**config.mk**
```make
export PLATFORM = sky130hd
export DESIGN_NAME = serial_subtractor
export DESIGN_NICKNAME = d
export VERILOG_FILES = /design/src/rtl/serial_subtractor.sv
export SDC_FILE = /design/constraint.sdc
export NUM_CORES = 1
export LEC_CHECK = 0
export CELL_PAD_IN_SITES_DETAIL_PLACEMENT = 0
export CELL_PAD_IN_SITES_GLOBAL_PLACEMENT = 2
export CORE_AREA = 4 4 79 81
export CTS_CLUSTER_DIAMETER = 60
export DETAILED_ROUTE_END_ITERATION = 8
export DIE_AREA = 0 0 83 85
export PLACE_DENSITY_LB_ADDON = 0.1
export SYNTH_ARGS = -nofsm -noshare
export SYNTH_HDL_FRONTEND = slang
export SYNTH_SLANG_ARGS = --single-unit
```
**constraint.sdc**
```tcl
create_clock -name clk -period 1.5 [get_ports clk]
set_input_delay 0.15 -clock clk [delete_from_list [all_inputs] [get_ports clk]]
set_output_delay 0.15 -clock clk [all_outputs]
set_load 0.01 [all_outputs]
```
**src/rtl/serial_subtractor.sv**
```systemverilog
// rtl/serial_subtractor.sv - bit-serial N-bit subtractor, LSB first, valid/ready on both sides
module serial_subtractor #(
  parameter int N = 8
) (
  input  logic         clk,
  input  logic         rst,
  input  logic         in_valid,
  output logic         in_ready,
  input  logic [N-1:0] A,
  input  logic [N-1:0] B,
  input  logic         b_in,
  output logic         out_valid,
  input  logic         out_ready,
  output logic [N-1:0] D,
  output logic         b_out,
  output logic         zero,
  output logic         ovf
);

  localparam int CW = (N > 1) ? $clog2(N) : 1;
  localparam logic [CW-1:0] LAST_BIT = CW'(N - 1);

  typedef enum logic [1:0] {
    S_IDLE = 2'd0,
    S_RUN  = 2'd1,
    S_DONE = 2'd2
  } state_t;

  state_t          r_state;
  state_t          w_state_nxt;
  logic            w_accept;
  logic            w_last;

  logic [N-1:0]    r_a;
  logic [N-1:0]    r_b;
  logic [N-1:0]    r_d;
  logic            r_br;
  logic [CW-1:0]   r_cnt;
  logic            r_a_msb;
  logic            r_b_msb;
  logic            r_b_out;
  logic            r_zero;
  logic            r_ovf;

  logic            w_bit_a;
  logic            w_bit_b;
  logic            w_bit_d;
  logic            w_br_nxt;
  logic [N-1:0]    w_d_nxt;

  // One full-subtractor cell fed from the LSBs of the shifting operands
  always_comb begin
    w_bit_a  = r_a[0];
    w_bit_b  = r_b[0];
    w_bit_d  = w_bit_a ^ w_bit_b ^ r_br;
    w_br_nxt = (~w_bit_a & w_bit_b) | (~(w_bit_a ^ w_bit_b) & r_br);
    w_d_nxt  = {w_bit_d, r_d[N-1:1]};
    w_last   = (r_cnt == LAST_BIT);
  end

  // Next-state and handshake decode; ready/valid depend only on state (and rst)
  always_comb begin
    w_state_nxt = r_state;
    w_accept    = 1'b0;
    in_ready    = 1'b0;
    out_valid   = 1'b0;
    case (r_state)
      S_IDLE: begin
        in_ready = ~rst;
        if (in_valid) begin
          w_accept    = 1'b1;
          w_state_nxt = S_RUN;
        end
      end
      S_RUN: begin
        if (w_last) begin
          w_state_nxt = S_DONE;
        end
      end
      S_DONE: begin
        out_valid = 1'b1;
        if (out_ready) begin
          w_state_nxt = S_IDLE;
        end
      end
      default: w_state_nxt = S_IDLE;
    endcase
  end

  // State register; reset aborts any operation in flight
  always_ff @(posedge clk) begin
    if (rst) begin
      r_state <= S_IDLE;
    end else begin
      r_state <= w_state_nxt;
    end
  end

  // Operand capture, serial shift and result flag latching
  always_ff @(posedge clk) begin
    if (rst) begin
      r_a     <= '0;
      r_b     <= '0;
      r_d     <= '0;
      r_br    <= 1'b0;
      r_cnt   <= '0;
      r_a_msb <= 1'b0;
      r_b_msb <= 1'b0;
      r_b_out <= 1'b0;
      r_zero  <= 1'b0;
      r_ovf   <= 1'b0;
    end else if (w_accept) begin
      r_a     <= A;
      r_b     <= B;
      r_br    <= b_in;
      r_cnt   <= '0;
      r_a_msb <= A[N-1];
      r_b_msb <= B[N-1];
    end else if (r_state == S_RUN) begin
      r_a  <= {1'b0, r_a[N-1:1]};
      r_b  <= {1'b0, r_b[N-1:1]};
      r_d  <= w_d_nxt;
      r_br <= w_br_nxt;
      if (w_last) begin
        r_cnt   <= '0;
        r_b_out <= w_br_nxt;
        r_zero  <= (w_d_nxt == '0);
        r_ovf   <= (r_a_msb != r_b_msb) && (w_bit_d != r_a_msb);
      end else begin
        r_cnt <= r_cnt + CW'(1);
      end
    end
  end

  assign D     = r_d;
  assign b_out = r_b_out;
  assign zero  = r_zero;
  assign ovf   = r_ovf;

endmodule

```
==> results.json <==
{
  "grt_pass1_vias": 1398,
  "clock.fmax_mhz": 705.7,
  "die_x_um": 83,
  "slowest_delay_ns": 0.60,
  "clock_path_buffers": 2,
  "critPathArrivalTime_ns": 1.57,
  "slew_headroom_pct": 71.63,
  "boundaryPins": 34,
  "rsz0062_at_grt": "yes",
  "synthCells": 182,
  "worstSetupEndpointType": "flip-flop",
  "drtPass1Iterations": 4,
  "synth_cell_types": 30,
  "hold_viol": 0,
  "finClkSkew_ns": 0.005855,
  "groute.layer.met3.usage_pct": 5.146,
  "pre_cts_ws_ns": -0.06494,
  "setup_viol": 0,
  "cts_hold_buf": 0,
  "cts-buffers-inserted": 5,
  "start_kind": "flip-flop",
  "worst_r2r_endpoint": "ovf",
  "fin_nets": 246,
  "grt_busiest_layer": "met2",
  "cts_root_buf": "clkbuf_8",
  "routedWlPerCell_um": 13.96,
  "met1_usage_pct": 14.10,
  "crit_type": "reg -> reg",
  "coreArea_sq_um": 5473,
  "worstPathCellList": "inv_1 -> fa_2 -> nor2_1 -> a21oi_1 -> a211oi_2",
  "critPathBufInv": 1,
  "cts_setup_buffers": 0,
  "num_vias": 1365,
  "synthTopCellsByArea": "dfxtp_1 45%, a21oi_1 10%, nand2_1 8.6%, a211oi_1 4.8%, a211oi_2 4.0%",
  "cts.sinks": 35,
  "die_h_um": 85,
  "drtIter0Drc": 42,
  "synth_ff_type": "dfxtp_1",
  "grt_usage_pct": 12.28,
  "gp_congestion": 0.7024,
  "syn_area_sq_um": 1574,
  "ys_seq_elements": 35,
  "critPathTopFamily": "adder cells",
  "cts_tree": "built",
  "r2r_setup_slack_ns": 0.08,
  "hpwl_mm": 2.910,
  "grt_pass1_wl_mm": 6.962,
  "synth_nets": 206,
  "setup_slack_ns": 0.08301,
  "vias_per_cell": 4.627,
  "tightest_slew_ns": 0.4255,
  "hold_path_depth": 3,
  "yosysTopAreaCellShare_pct": 44.52,
  "drv_cap": 0,
  "hold_slack_ns": 0.4396,
  "synth_edf_count": 0,
  "drc": 0,
  "min_period_ns": 1.417,
  "fp-row-count": 27,
  "cts-htree-levels": 2,
  "grt_use_met2_pct": 20.70,
  "grt_max_degree": 36,
  "drive_above_1_share_pct": 17.49,
  "io_buffers": 33,
  "cp.required_ns": 1.66,
  "post_synth.cell_area_avg_sq_um": 8.648,
  "status": "finished, final reports clean",
  "finalCritPeriodShare_pct": 94.47,
  "start_util_pct": 28.76,
  "fin_total_pwr_w": 0.002251,
  "p_leak_nw": 0.7681,
  "min_to": "r_a[7]",
  "post-synth-top-count-cell": "nand2_1",
  "drv_slew": 0,
  "dieArea_sq_um": 7055,
  "grt_overflow": 0,
  "drt-total-wl_mm": 4.119,
  "clkTransAtPathRegs_ns": 0.07,
  "worstHoldStart": "A[7]",
  "yosysWarnings": 0,
  "yosysSeqAreaShare_pct": 44.52,
  "reg2reg_depth": 5,
  "worst_ir_drop_vdd_uv": 331.8,
  "async_flop_share_pct": 0,
  "area_growth_pct": 35.93,
  "worst_hold_path_type": "in -> reg",
  "antenna_found_initial": 0,
  "critical-path-slowest-cell": "fa_2",
  "r2r-start": "r_b[0]",
  "drtAntennaViolNets": 0,
  "p_per_area_nw_per_um2": 1052,
  "clock_latency_ns": 0.29,
  "yosysTopAreaCell": "dfxtp_1",
  "synth_common_cells": "36 x nand2_1, 35 x dfxtp_1, 32 x a21oi_1",
  "crit_fanout": 4,
  "antenna_cells": 0
}
report_power, final:
group	internal, W	switching (W)	leakage [nW]	total [W]
sequential	0.000980	0.0000364	0.288	0.00102
combinational	0.000174	0.000174	0.419	0.000349
clock	0.000538	0.000348	0.0612	0.000886
worst max-delay path by stage:
stage | slack, ns | cells after the start | end | start
after detailed placement | -0.06 | 5 | r_br | in_valid
after global placement | -0.03 | 3 | in_ready | rst
after CTS | 0.03 | 5 | zero | r_b[0]
final | 0.08 | 5 | ovf | r_b[0]
after global routing | -0.01 | 5 | zero | r_b[0]
after floorplan | 0.15 | 4 | r_cnt[0] | r_cnt[0]
per-stage QoR:
step	std cells	setup TNS, ns	area, sq um	utilization (%)
final	295	0	2140	39.09
after global routing	295	-0.01905	2140	39.09
after CTS	295	0	2122	38.77
after detailed placement	287	-0.5096	1996	36.47
after global placement	287	-0.1067	1996	36.47
after floorplan	182	0	1574	-
state kept, by name, indices dropped and copies added, names as in the netlist:
name and count:
r_a_msb 1, r_a 8, D 8, ovf 1
zero 1, r_state 2, r_cnt 3, r_br 1
b_out 1, r_b_msb 1, r_b 8
cell families (layout without fill, tap and decap cells):
group / after synthesis / count (layout) / synth area share (%)
compound gates: 51 / 51 / 21.07
fa+ha+maj: 3 / 3 / 2.861
buf+inv: 16 / 57 / 7.074
flops: 35 / 35 / 44.51
mux: 2 / 2 / 1.272
simple gates: 75 / 75 / 23.21
layout by cell type, fill, tap and decap left out, drive strengths merged:
cell type,Yosys,layout
clkinv,0,1
dlygate4sd2,0,2
ha,2,2
or3b,5,5
a311oi,1,1
clkdlybuf4s50,0,31
bufinv,0,1
dfxtp,35,35
nand2b,5,5
o21bai,1,1
fa,1,1
mux2i,2,2
a21oi,32,32
nand2,36,36
o21a,1,1
nor3b,1,1
o21ba,1,1
nor2,15,15
buf,9,14
or3,1,1
nor2b,2,2
inv,2,2
nor4,2,2
a211oi,15,15
clkbuf,5,6
nand4,1,1
nor3,5,5
nand3b,2,2
worst min-delay path: cells and delay by family:
family / cells / cell delay, ns
buffers and inverters: 1 / 0.40
AND/OR/NAND/NOR: 1 / 0.07
AO/OA/AOI/OAI: 1 / 0.06
repair_timing:
item                                   CTS  global route
setup endpoints to repair                3             4
endpoints found under the hold margin    0             0
gates resized for setup                  6             5
routing by layer:
metal  up-vias  part of all wire, %
met4         0                  1.3
met3         6                  5.0
met1       623                   44
met5         -                    0
met2        24                   50
li1        712                    -
area by class of cell:
class,instances,area [sq um]
clock buffers,6,82.58
clock inverters,2,35.03
fillers,572,3333
inverters,2,7.507
multi-input cells,131,783.3
flip-flops and latches,35,708.2
well taps,72,90.09
repair buffers,47,432.9
(Power assumes the default switching activity.)
